**src/rtl/mac_accumulator.sv**
```systemverilog
// Dot-product accumulator fed by an 8x8 unsigned array multiplier, valid/ready in and out.
// Build option: define SATURATE_EN to clamp the sum at all-ones on overflow instead of wrapping.

module multiplier (
    input  logic [7:0]  a,
    input  logic [7:0]  b,
    output logic [15:0] m,
    output logic        rout
);
    // Shift-and-add over the rows of the partial-product array
    always_comb begin
        m = '0;
        for (int i = 0; i < 8; i++) begin
            if (b[i]) m = m + (16'(a) << i);
        end
    end

    assign rout = m[15];
endmodule

module mac_accumulator #(
    parameter int ACC_W = 24,
    parameter int LEN   = 8
) (
    input  logic             clk,
    input  logic             rst,
    input  logic             in_valid,
    output logic             in_ready,
    input  logic [7:0]       in_a,
    input  logic [7:0]       in_b,
    output logic             out_valid,
    input  logic             out_ready,
    output logic [ACC_W-1:0] out_acc,
    output logic             out_ovf
);
    // state | meaning
    // ACCUM | accepting operand pairs
    // DRAIN | last pair is in stage 1, its product lands next edge
    // HOLD  | result presented until the output handshake
    typedef enum logic [1:0] {ACCUM, DRAIN, HOLD} state_t;

    localparam int CW = (LEN > 1) ? $clog2(LEN) : 1;
    localparam logic [CW-1:0] LAST = CW'(LEN - 1);

    state_t           state_q, state_d;
    logic [CW-1:0]    cnt;
    logic [7:0]       a_r, b_r;
    logic             v1, first1, last1;
    logic [ACC_W-1:0] acc, acc_nxt;
    logic             ovf_r, ovf_nxt;
    logic [ACC_W:0]   sum;
    logic [15:0]      p;
    logic             unused_rout;
    logic             accept;

    multiplier u_mult (
        .a    (a_r),
        .b    (b_r),
        .m    (p),
        .rout (unused_rout)
    );

    assign in_ready  = (state_q == ACCUM) && !rst;
    assign out_valid = (state_q == HOLD);
    assign accept    = in_valid && in_ready;

    always_comb begin
        sum     = {1'b0, (first1 ? {ACC_W{1'b0}} : acc)} + {{(ACC_W-15){1'b0}}, p};
        ovf_nxt = (first1 ? 1'b0 : ovf_r) | sum[ACC_W];
`ifdef SATURATE_EN
        acc_nxt = sum[ACC_W] ? {ACC_W{1'b1}} : sum[ACC_W-1:0];
`else
        acc_nxt = sum[ACC_W-1:0];
`endif
    end

    always_ff @(posedge clk or posedge rst) begin
        if (rst) begin
            state_q <= ACCUM;
        end else begin
            state_q <= state_d;
        end
    end

    always_comb begin
        state_d = state_q;
        case (state_q)
            ACCUM:   if (accept && cnt == LAST) state_d = DRAIN;
            DRAIN:   state_d = HOLD;
            HOLD:    if (out_ready) state_d = ACCUM;
            default: state_d = ACCUM;
        endcase
    end

    always_ff @(posedge clk or posedge rst) begin
        if (rst) begin
            cnt     <= '0;
            a_r     <= '0;
            b_r     <= '0;
            v1      <= 1'b0;
            first1  <= 1'b0;
            last1   <= 1'b0;
            acc     <= '0;
            ovf_r   <= 1'b0;
            out_acc <= '0;
            out_ovf <= 1'b0;
        end else begin
            v1 <= accept;
            if (accept) begin
                a_r    <= in_a;
                b_r    <= in_b;
                first1 <= (cnt == '0);
                last1  <= (cnt == LAST);
                cnt    <= (cnt == LAST) ? '0 : cnt + CW'(1);
            end
            // Result register is separate so it survives the next result's accumulation
            if (v1) begin
                acc   <= acc_nxt;
                ovf_r <= ovf_nxt;
                if (last1) begin
                    out_acc <= acc_nxt;
                    out_ovf <= ovf_nxt;
                end
            end
        end
    end
endmodule

```
**config.mk**
```make
export PLATFORM = sky130hd
export DESIGN_NAME = mac_accumulator
export DESIGN_NICKNAME = d
export VERILOG_FILES = /design/src/rtl/mac_accumulator.sv
export SDC_FILE = /design/constraint.sdc
export NUM_CORES = 1
export LEC_CHECK = 0
export ABC_AREA = 1
export CORE_UTILIZATION = 61
export CTS_CLUSTER_DIAMETER = 60
export DETAILED_ROUTE_END_ITERATION = 10
export PLACE_DENSITY_LB_ADDON = 0.1
export SLEW_MARGIN = 0
export SYNTH_ARGS = -nofsm -noshare
export SYNTH_HDL_FRONTEND = slang
export SYNTH_SLANG_ARGS = --single-unit
```
**constraint.sdc**
```tcl
create_clock -name clk -period 10.31 [get_ports clk]
set_clock_uncertainty 0.2 [all_clocks]
set_input_delay 2.062 -clock clk [delete_from_list [all_inputs] [get_ports clk]]
set_output_delay 2.062 -clock clk [all_outputs]
set_load 0.01 [all_outputs]
```
# Yosys cells after proc, flatten, opt, wreduce, memory -nomap -nowiden
# Index checks and enable logic that the tools add are counted.
[classes]
n_addsub = 9
n_mul = 0
div_mod_pow = 0
magnitude_cmp = 0
eq_ne = 5
shifts = 0
n_mux = 14
bitwise_logic = 1
reduce_logical = 8
[ops]
columns = ["cell", "count"]
rows = [
  ["16-bit two-way mux", 7],
  ["24-bit by 16-bit adder with 25-bit output", 1],
  ["24-bit two-way mux", 1],
  ["16-bit by 10-bit adder with 16-bit output", 1],
  ["16-bit by 11-bit adder with 16-bit output", 1],
  ["16-bit by 12-bit adder with 16-bit output", 1],
  ["16-bit by 13-bit adder with 16-bit output", 1],
  ["16-bit by 14-bit adder with 16-bit output", 1],
  ["16-bit by 15-bit adder with 16-bit output", 1],
  ["16-bit by 9-bit adder with 16-bit output", 1],
  ["8-bit two-way mux", 1],
  ["2-bit one-hot mux with 3 select lines", 1],
  ["2-bit two-way mux", 2],
  ["2-bit by 1-bit inequality test with 1-bit output, second input constant", 2],
  ["2-bit AND reduction", 2],
  ["3-bit by 1-bit adder with 3-bit output, second input constant", 1],
  ["3-bit equality test, second input constant", 1],
  ["1-bit logical AND", 3],
  ["3-bit zero test", 1],
  ["3-bit two-way mux", 1],
  ["2-bit by 1-bit equality test with 1-bit output, second input constant", 1],
  ["2-bit equality test, second input constant", 1],
  ["2-bit zero test", 1],
  ["1-bit zero test", 1],
  ["other kinds (2)", 2],
]
[totals]
ff_bits = 74
latch_bits = 0
ram_bits = 0
mem_bits_ro = 0
input_bits = 20
output_inout_bits = 27
word_cells = 48
memories = 0

# Logic depth before layout (Yosys ltp)
# Gate-level depths: netlist (run 1).
[depth]
ltp_word = 17
ltp_mapped = 71
mapped_depth_nobuf = 70

# Hierarchy
# Synthesis (run 1) repeated with hierarchy kept, for this count alone.
[unflattened]
hier_cells = 1149
hier_area_um2 = 7608.5
[modules_own_cells]
columns = ["module", "instances", "cells_per_inst", "area_per_inst_um2"]
rows = [
  ["mac_accumulator", 1, 613, 4384.2],
  ["multiplier", 1, 536, 3224.3],
]

# Least setup slack after synthesis (run 1)
# No wires, ideal clock.
[synth_path]
path_kind = "register -> register"
from = "register a_r[1]"
to = "register acc[21]"
setup_time_ps = 130
arrival_time_ps = 8791
required_time_ps = 9980
path_slack_ps = 1189
path_stages_with_launch = 60
n_path_buf = 0
synth_period_minus_slack_ps = 9121
cell_sequence = "dfrtp_1 -> inv_1 -> fa_1 -> xor2_1 -> o21ai_0 -> inv_1 -> fa_1 -> nand3b_1 -> nand2_1 -> nand3_1 -> nand2_1 -> xor2_1 -> nand2_1 -> and2_1 -> ha_1 -> a21oi_1 -> nand2_1 -> or2_2 -> (+24 left out) -> nor2_1 -> nor2_1 -> nor2_1 -> xor2_1 -> o21ai_0 -> ha_1 -> nand2_1 -> nor2_1 -> inv_1 -> nor3_1 -> nand2_1 -> nand2_1 -> nand2_1 -> nand2_2 -> nand3_2 -> xnor2_2 -> nand2_1 -> o21ai_1"
[synth_via]
elab_chain_cells = 16
[synth_rtl]
columns = ["item", "line_no", "text"]
rows = [
  ["from (decl)", "47", "logic [7:0] a_r, b_r;"],
  ["from (signal assigned)", "110", "a_r <= in_a;"],
  ["8-bit two-way mux", "14", "if (b[i]) m = m + (16'(a) << i);"],
  ["16-bit by 9-bit adder with 16-bit output", "14", ""],
  ["16-bit two-way mux", "14", ""],
  ["16-bit by 10-bit adder with 16-bit output", "14", ""],
  ["16-bit two-way mux", "14", ""],
  ["16-bit by 11-bit adder with 16-bit output", "14", ""],
  ["16-bit two-way mux", "14", ""],
  ["16-bit by 12-bit adder with 16-bit output", "14", ""],
  ["16-bit two-way mux", "14", ""],
  ["16-bit by 13-bit adder with 16-bit output", "14", ""],
  ["16-bit two-way mux", "14", ""],
  ["16-bit by 14-bit adder with 16-bit output", "14", ""],
  ["16-bit two-way mux", "14", ""],
  ["16-bit by 15-bit adder with 16-bit output", "14", ""],
  ["16-bit two-way mux *", "14", ""],
  ["24-bit by 16-bit adder with 25-bit output *", "68", "sum = {1'b0, (first1 ? {ACC_W{1'b0}} : acc)} + {{(ACC_W-15){1'b0}}, p};"],
  ["to (signal assigned)", "118", "acc <= acc_nxt;"],
  ["to (decl)", "49", "logic [ACC_W-1:0] acc, acc_nxt;"],
]
# Every way passes the cells marked *; elsewhere a longest branch is shown, timed or not.
# A chain may end at the register's enable or synchronous reset.

# Worst setup path after layout (run 1)
# Same ends and word-level chain as after synthesis.

==> results of run 1 <==
## layout make-up
cell class                      instances  area [um^2]  area share [%]
Timing Repair Buffer                   67          623            7.67
Clock inverter                          5         37.5           0.462
Multi-Input combinational cell        761         4680            57.6
Sequential cell                        74         1860            22.9
Inverter                              135          508            6.25
Tap cell                              140          175            2.16
Clock buffer                           11          243            2.99
## cells in the final DEF (no fill, tap or decap), types with 20 or more instances in the layout
cell type / n
dfrtp_1: 69
inv_1: 131
o21ai_0: 57
o21ai_1: 21
a21oi_1: 44
nand2_1: 286
nand3_1: 73
ha_1: 67
buf_4: 20
clkdlybuf4s50_1: 46
nor2_1: 59
## worst min-delay path, stage by stage (launching register included)
cell	delay (ns)
dfrtp_1	0.34
nand2_1	0.05
nand2_1	0.05
## through the flow
step                      worst slack [ns]  util (%)  hold WS, ns
after floorplan                       1.19         -        0.249
after CTS                            0.143      70.9        0.281
after global placement               0.486      68.3        0.264
after detailed placement             0.175      68.3        0.264
final                                0.642      74.0        0.278
after global routing               -0.0955      74.0        0.300
## cells by family after synthesis
kind of cell,Yosys count,synth area share [%]
xor gates and xnor gates,31,4.02
and+or+nand+nor,486,30.7
AOI/OAI and AO/OA,157,12.8
adders and majority gates,87,16.5
DFF,74,26.7
buffers and inverters,162,9.19
## metal layers
| layer | wire length (um) | vias to the layer above |
|---|---|---|
| li1 | - | 3325 |
| met1 | 7520 | 2919 |
| met2 | 7490 | 126 |
| met3 | 643 | 22 |
| met4 | 255 | 0 |
| met5 | 0 | - |
## how the worst max path moves through the flow
stage | from | end | slack (ns)
after floorplan | a_r[1]$_DFFE_PP0P_ | acc[21]$_DFFE_PP0P_ | 1.19
after global placement | a_r[1]$_DFFE_PP0P_ | acc[21]$_DFFE_PP0P_ | 0.49
after detailed placement | a_r[1]$_DFFE_PP0P_ | acc[21]$_DFFE_PP0P_ | 0.18
after CTS | a_r[1]$_DFFE_PP0P_ | acc[21]$_DFFE_PP0P_ | 0.14
after global routing | a_r[1]$_DFFE_PP0P_ | acc[21]$_DFFE_PP0P_ | -0.1
final | a_r[1]$_DFFE_PP0P_ | acc[21]$_DFFE_PP0P_ | 0.64
## state kept, by name, summed over array words and instances (netlist names)
register	cells
acc	24
out_acc	24
a_r	8
b_r	8
cnt	3
state_q	2
first1	1
last1	1
out_ovf	1
ovf_r	1
v1	1
## repair_timing
item | in CTS | in global routing
setup endpoints to repair | 0 | 22
setup buffers | 0 | 14
endpoints found under the hold margin | 0 | 0
gates resized for setup | 0 | 50
==> impl_metrics.csv, run 1 <==
group,metric,value,unit
yosys,synth_top_area_cell,"dfrtp_1",
yosys,synth_top_cell_area_share,26.7,%
critical_path,cp.depth,64,
timing,finalSetupViolations,0,
outcome,status,"finished clean",
routing,final_antenna_net_count,0,
floorplan,die_h,109,um
timing,fmaxAchievable,103,MHz
place,placed_cell_area,7500,um^2
finish,syn2layout_area_growth,17.0,%
critical_path,worstSetupEndpointType,"flop",
place,dp.cells,1163,
clock_tree,cts_buffer_depth,2,
routing,drtPass1Iterations,6,
yosys,synth-seq-cells,74,
yosys,synth_fp_nets,1104,
global_routing,grt-ovfl-total,0,
clock_tree,cts_htree_levels,3,
floorplan,die_w,109,um
min_path,whs_path_depth,2,
floorplan,start_util,63.2,%
routing,drt_iter0_markers,363,
place,dpl.hpwl,11900,um
yosys,avgSynthCellArea,6.97,um^2
critical_path,worstPathMaxFanout,6,
finish,fin_cells,1193,
yosys,synth_warnings,0,
min_path,hp-start,"out_acc[22]$_DFFE_PP0P_",
finish,antennaDiodeCount,0,
global_routing,use_met1,38.0,%
yosys,netlist_area,6940,um^2
yosys,ys_top_cells_by_area,"dfrtp_1 (27%), nand2_1 (16%), ha_1 (14%), inv_1 (7.1%), nand3_1 (5.4%)",
clock_tree,root_buffer,"clkbuf_16",
critical_path,reg2reg_depth,64,
yosys,yosysMostFrequentCell,"nand2_1",
clock_tree,path_clk_slew,0.06,ns
global_routing,grt_max_degree,75,
global_routing,antenna_found_initial,0,
finish,fill_cells,900,
yosys,ys_seq_area_share,26.7,%
critical_path,r2r-end,"acc[21]$_DFFE_PP0P_",
critical_path,cpPeakStageDelay,0.45,ns
min_path,hold_end,"out_acc[22]$_DFFE_PP0P_",
global_routing,grtUsageMet2,47.5,%
place,gp_routability_congestion,0.916,
global_routing,grt_pass1_wl,26400,um
timing,hold_viol,0,
routing,drcViolationCount,0,
timing,tightest_slew,1.11,ns
timing,fin_crit_sh,93.8,%
finish,final_layout_size_suffix_gt1_share,11.6,%
timing,fin_tns_setup,0,ns
place,io_buffers,46,
critical_path,critical-path-slowest-cell,"dfrtp_2",
floorplan,io-pin-count,47,
critical_path,cp-start-kind,"flop",
yosys,synthCells,997,
clock_tree,clk-insertion-delay-late,0.34,ns
flow_run,drv_cap,0,
critical_path,crit_top_cell,"nand2_1",
critical_path,critPathRequiredTime,10.30,ns
global_routing,grt_use_total,28.2,%
finish,fin_nets,1155,
critical_path,cp.arrival,9.66,ns
yosys,synthDistinctLibCells,48,
yosys,synth_edf_count,0,
yosys,synthTopCellsByCount,"nand2_1 (289), inv_1 (132), ha_1 (79)",
clock_tree,cts_hold_buffers,0,
critical_path,regToRegStartpoint,"a_r[1]$_DFFE_PP0P_",
routing,viasPerCell,5.36,
floorplan,row_count,38,
clock_tree,cts_tree,"yes",
global_routing,use_met3,4.36,%
critical_path,reg2reg_slack,0.64,ns
global_routing,grt_pass1_vias,5966,
min_path,hold_class,"flop to flop",
floorplan,coreArea,11000,um^2
timing,report.final.slew_viol_count,0,
routing,drt-wirelength-per-cell,13.3,um
critical_path,path_class,"flop to flop",
routing,via_count,6392,
clock_tree,numCtsBuffers,9,
yosys,synth_flop_cell,"dfrtp_1",
critical_path,cp_num_buf_inv,10,
global_routing,grt_busiest_layer,"met2",
timing,finalCriticalPeriod,9.67,ns
yosys,async_flop_share,100,%
finish,fin_area,8130,um^2
clock_tree,clock-sinks,74,
routing,drt-total-wl,15900,um
floorplan,dieArea,11800,um^2
critical_path,path_delay_family,"simple AND/OR/NAND/NOR gates",
timing,slew_headroom,25.7,%
Power of run 1 is not shown: default switching activity piles up to over one toggle a cycle in this logic, so the estimate is an artifact.
==> run 2, diff against run 1 <==
- CAP_MARGIN: not set -> 20
- CORE_UTILIZATION: 61 -> 62
- SLEW_MARGIN: 0 -> 25
- SYNTH_HIERARCHICAL: not set -> 1
==> impl_metrics.csv, run 2 <==
group,metric,value,unit
outcome,status,"finished clean",
place,dpl.hpwl,14000,um
routing,drcViolationCount,0,
timing,finalSetupViolations,0,
place,dp_slack,0.449,ns
timing,slew_headroom,34.6,%
yosys,synthCells,1149,
yosys,synth_fp_nets,1257,
floorplan,row_count,40,
clock_tree,cts_htree_levels,3,
clock_tree,cts_tree,"yes",
global_routing,grt_pass1_wl,31400,um
yosys,synth-seq-cells,74,
yosys,synth_warnings,6,
critical_path,worstSetupEndpointType,"flop",
yosys,ys_top_cells_by_area,"dfrtp_1 (24%), nand2_1 (20%), ha_1 (13%), inv_1 (7.7%), nand3_1 (7.3%)",
clock_tree,clock-sinks,74,
yosys,synth_top_family_by_area,"simple AND/OR/NAND/NOR gates",
clock_tree,numCtsBuffers,9,
place,gp_routability_congestion,0.902,
timing,fin_crit_sh,92.8,%
critical_path,crit_top_cell,"nand2_1",
finish,reg_top3,"acc (24), out_acc (24)",
timing,layout_setup_ws,0.740,ns
yosys,synth_top_cell_area_share,24.3,%
flow_run,drv_cap,0,
yosys,synthDistinctLibCells,47,
timing,report.final.slew_viol_count,0,
global_routing,grt_pass1_vias,6680,
global_routing,grt-ovfl-total,0,
critical_path,critPathRequiredTime,10.33,ns
critical_path,worstPathMaxFanout,5,
min_path,hold_class,"flop to flop",
timing,finalCriticalPeriod,9.57,ns
floorplan,io-pin-count,47,
yosys,synth_edf_count,0,
yosys,netlist_area,7610,um^2
timing,rsz0062_at_grt,"false",
routing,drtPass1Iterations,5,
routing,via_count,7309,
yosys,synth-adder-area-share,15.3,%
timing,tightest_slew,0.980,ns
yosys,ys_seq_area_share,24.3,%
finish,layout_common_cells,"nand2_1 (404), inv_1 (154), nand3_1 (111), ha_1 (77), dfrtp_1 (69)",
yosys,synthSimpleGateAreaFrac,37.7,%
timing,hold_viol,0,
critical_path,cpPeakStageDelay,0.43,ns
floorplan,start_util,63.3,%
clock_tree,path_clk_slew,0.06,ns
yosys,synth_top_area_cell,"dfrtp_1",
finish,final_common_cell,"nand2_1",
global_routing,grt_use_total,30.7,%
routing,final_antenna_net_count,0,
timing,fmaxAchievable,104,MHz
critical_path,cp-start-kind,"flop",
critical_path,cp_num_buf_inv,8,
timing,fin_tns_setup,0,ns
critical_path,path_class,"flop to flop",
floorplan,die_w,113,um
finish,final_layout_size_suffix_gt1_share,9.83,%
yosys,synth_flop_cell,"dfrtp_1",
yosys,synth_xor_area_share,3.68,%
global_routing,antenna_found_initial,0,
yosys,async_flop_share,100,%
floorplan,coreArea,12000,um^2
yosys,yosysMostFrequentCell,"nand2_1",
routing,drt-wirelength-per-cell,13.7,um
yosys,synthTopCellsByCount,"nand2_1 (405), inv_1 (156), nand3_1 (111)",
finish,fin_nets,1303,
clock_tree,cts_buffer_depth,2,
finish,antennaDiodeCount,0,
yosys,avgSynthCellArea,6.62,um^2
yosys,synthMuxAreaShare,0,%
critical_path,path_delay_family,"simple AND/OR/NAND/NOR gates",
clock_tree,root_buffer,"clkbuf_16",
global_routing,grt_max_degree,75,
finish,syn2layout_area_growth,13.1,%
floorplan,die_h,113,um
routing,viasPerCell,5.43,
critical_path,critical-path-slowest-cell,"dfrtp_2",
critical_path,cp.arrival,9.59,ns
floorplan,dieArea,12700,um^2
routing,drt-total-wl,18500,um
routing,drt_iter0_markers,478,
place,io_buffers,46,
clock_tree,cts_hold_buffers,0,
yosys,synth_compound_area_share,8.63,%
clock_tree,clk-insertion-delay-late,0.34,ns
[run 2: metal layers]
| metal | wire length (um) | share of wire [%] | track usage (%) | vias to the layer above |
|---|---|---|---|---|
| met5 | 0 | 0 | 0 | - |
| met4 | 169 | 0.91 | 6.49 | 0 |
| met3 | 809 | 4.4 | 3.86 | 12 |
| met1 | 9450 | 51 | 46.1 | 3386 |
| met2 | 8060 | 44 | 47.3 | 161 |
| li1 | - | - | - | 3750 |
[run 2: stage by stage]
stage	cells	util, %	hold slack [ns]	instance area [um^2]
floorplan	1149	-	0.244	7610
global placement	1326	68.1	0.263	8180
detailed placement	1326	68.1	0.265	8180
CTS	1342	70.7	0.282	8500
global route	1347	71.6	0.294	8600
finish	1347	71.6	0.274	8600
[run 2: final cells by class]
type,instances,area (um^2)
multi-input combinational,882,5030
fill,1111,3410
sequential,74,1860
inverter,169,666
timing repair buffer,59,558
clock buffer,10,239
tap,147,184
clock inverter,6,72.6
[run 2: worst paths after layout]
check / start / endpoint / slack [ns] / depth (start not counted)
min in group asynchronous: rst / cnt[0]$_DFFE_PP0P_ / 2.16 / 3
hold reg to reg: out_acc[13]$_DFFE_PP0P_ / out_acc[13]$_DFFE_PP0P_ / 0.27 / 2
setup reg to reg: a_r[1]$_DFFE_PP0P_ / out_acc[15]$_DFFE_PP0P_ / 0.74 / 65
hold / removal: out_acc[13]$_DFFE_PP0P_ / out_acc[13]$_DFFE_PP0P_ / 0.27 / 2
max in group asynchronous: rst / a_r[2]$_DFFE_PP0P_ / 7.11 / 3
setup / recovery: a_r[1]$_DFFE_PP0P_ / out_acc[15]$_DFFE_PP0P_ / 0.74 / 65
[run 2: worst min-delay path: cells and delay by family, from the launching register on]
family	cells	cell delay (ns)
DFF	1	0.34
and+or+nand+nor	2	0.10
[run 2: cells by family after synthesis]
kind of cell | after synthesis
buf+inv | 193
simple gates | 647
xor+xnor | 32
fa+ha+maj | 88
compound gates | 115
flops | 74
[run 2: repair_timing]
item,CTS,global route
resized for setup,0,20
endpoints found under the setup margin,0,24
setup buffers,0,5
Power of run 2 is left out for the same reason.
==> run 3, diff against run 2 <==
- clock period: 10.31 -> 9.75 ns (I/O delays scaled with it)
==> impl_metrics.csv, run 3 (synthesis results as in run 2) <==
group,metric,value,unit
outcome,status,"finished clean",
global_routing,grt_pass1_vias,6854,
routing,final_antenna_net_count,0,
finish,final_layout_size_suffix_gt1_share,13.1,%
timing,slew_headroom,37.1,%
global_routing,use_met1,45.1,%
global_routing,grt_busiest_layer,"met2",
floorplan,start_util,63.3,%
finish,layout_common_cells,"nand2_1 (400), inv_1 (155), nand3_1 (105), dfrtp_1 (74), ha_1 (65)",
routing,drt_iter0_markers,560,
timing,fmaxAchievable,107,MHz
global_routing,antenna_found_initial,0,
finish,syn2layout_area_growth,17.3,%
clock_tree,path_clk_slew,0.06,ns
global_routing,grt_pass1_wl,31700,um
finish,fin_cells,1352,
clock_tree,cts_htree_levels,3,
clock_tree,clk-insertion-delay-late,0.34,ns
floorplan,die_w,113,um
floorplan,row_count,40,
timing,worst_hold_slack,0.280,ns
place,dp.cells,1330,
critical_path,crit_top_cell,"nand2_1",
critical_path,cp-start-kind,"flop",
finish,fill_cells,1022,
timing,layout_setup_ws,0.404,ns
routing,via_count,7405,
global_routing,grt_max_degree,75,
place,dpl.hpwl,14300,um
routing,drtPass1Iterations,7,
clock_tree,clock-sinks,74,
critical_path,critPathRequiredTime,9.80,ns
global_routing,grt_use_total,31.1,%
floorplan,dieArea,12700,um^2
critical_path,cpPeakStageDelay,0.38,ns
timing,fin_crit_sh,95.9,%
finish,reg_top3,"acc (24), out_acc (24)",
timing,finalCriticalPeriod,9.35,ns
global_routing,grt-ovfl-total,0,
clock_tree,root_buffer,"clkbuf_16",
finish,antennaDiodeCount,0,
clock_tree,cts_buffer_depth,2,
timing,hold_viol,0,
global_routing,use_met3,4.28,%
global_routing,grtUsageMet2,49.4,%
flow_run,drv_cap,0,
floorplan,coreArea,12000,um^2
place,gp_routability_congestion,0.937,
clock_tree,cts_tree,"yes",
critical_path,path_class,"flop to flop",
routing,drt-wirelength-per-cell,14.3,um
clock_tree,numCtsBuffers,9,
min_path,hold_class,"flop to flop",
finish,final_common_cell,"nand2_1",
timing,tightest_slew,0.943,ns
floorplan,io-pin-count,47,
critical_path,cp.arrival,9.40,ns
routing,drt-total-wl,19300,um
critical_path,worstSetupEndpointType,"flop",
place,dp_slack,0.0945,ns
critical_path,critical-path-slowest-cell,"dfrtp_1",
timing,report.final.slew_viol_count,0,
place,io_buffers,46,
floorplan,die_h,113,um
finish,post-route-util,74.3,%
finish,fin_nets,1308,
timing,finalSetupViolations,0,
critical_path,worstPathMaxFanout,4,
routing,viasPerCell,5.48,
routing,drcViolationCount,0,
run 3: critical path, delay by kind of cell (launching register included):
family | cells | cell delay [ns]
and+or+nand+nor | 30 | 3.52
buffers and inverters | 7 | 0.56
AOI/OAI and AO/OA | 10 | 1.62
DFF | 1 | 0.38
adders and majority gates | 9 | 2.58
xor gates and xnor gates | 2 | 0.40
run 3: repair_timing:
action,in CTS,in global routing
pin swaps,1,20
gates resized for setup,0,61
endpoints found under the setup margin,1,28
hold buffers,0,0
buffers inserted,0,6
run 3: path summary, 6_finish.rpt:
check                           slack, ns               startpoint                 endpoint  cells past startpoint
worst max register to register       0.40       b_r[0]$_DFFE_PP0P_        ovf_r$_DFFE_PP0P_                     58
worst min-delay path                 0.28  out_acc[10]$_DFFE_PP0P_  out_acc[10]$_DFFE_PP0P_                      2
worst min register to register       0.28  out_acc[10]$_DFFE_PP0P_  out_acc[10]$_DFFE_PP0P_                      2
max in group asynchronous            6.68                      rst       b_r[4]$_DFFE_PP0P_                      3
min in group asynchronous            2.05                      rst   out_acc[1]$_DFFE_PP0P_                      3
worst max-delay path                 0.40       b_r[0]$_DFFE_PP0P_        ovf_r$_DFFE_PP0P_                     58
run 3: final cells by class:
| class | count | area (um^2) | area share (%) |
|---|---|---|---|
| clock buffer | 9 | 225 | 2.52 |
| tap | 147 | 184 | 2.06 |
| inverter | 169 | 662 | 7.42 |
| sequential | 74 | 1850 | 20.8 |
| timing repair buffer | 64 | 596 | 6.67 |
| multi-input combinational | 882 | 5310 | 59.5 |
| clock inverter | 7 | 100 | 1.12 |
run 3: per-layer routing:
metal	part of all wire, %	vias up
met5	0	-
met4	1.5	0
met3	4.9	28
li1	-	3754
met2	45	204
met1	48	3419
run 3: per-stage QoR:
step / setup TNS [ns] / area, um^2
global route: -2.16 / 8920
finish: 0 / 8920
global placement: 0 / 8210
detailed placement: 0 / 8210
CTS: 0 / 8540
floorplan: 0 / 7610
Power of run 3 is left out for the same reason.
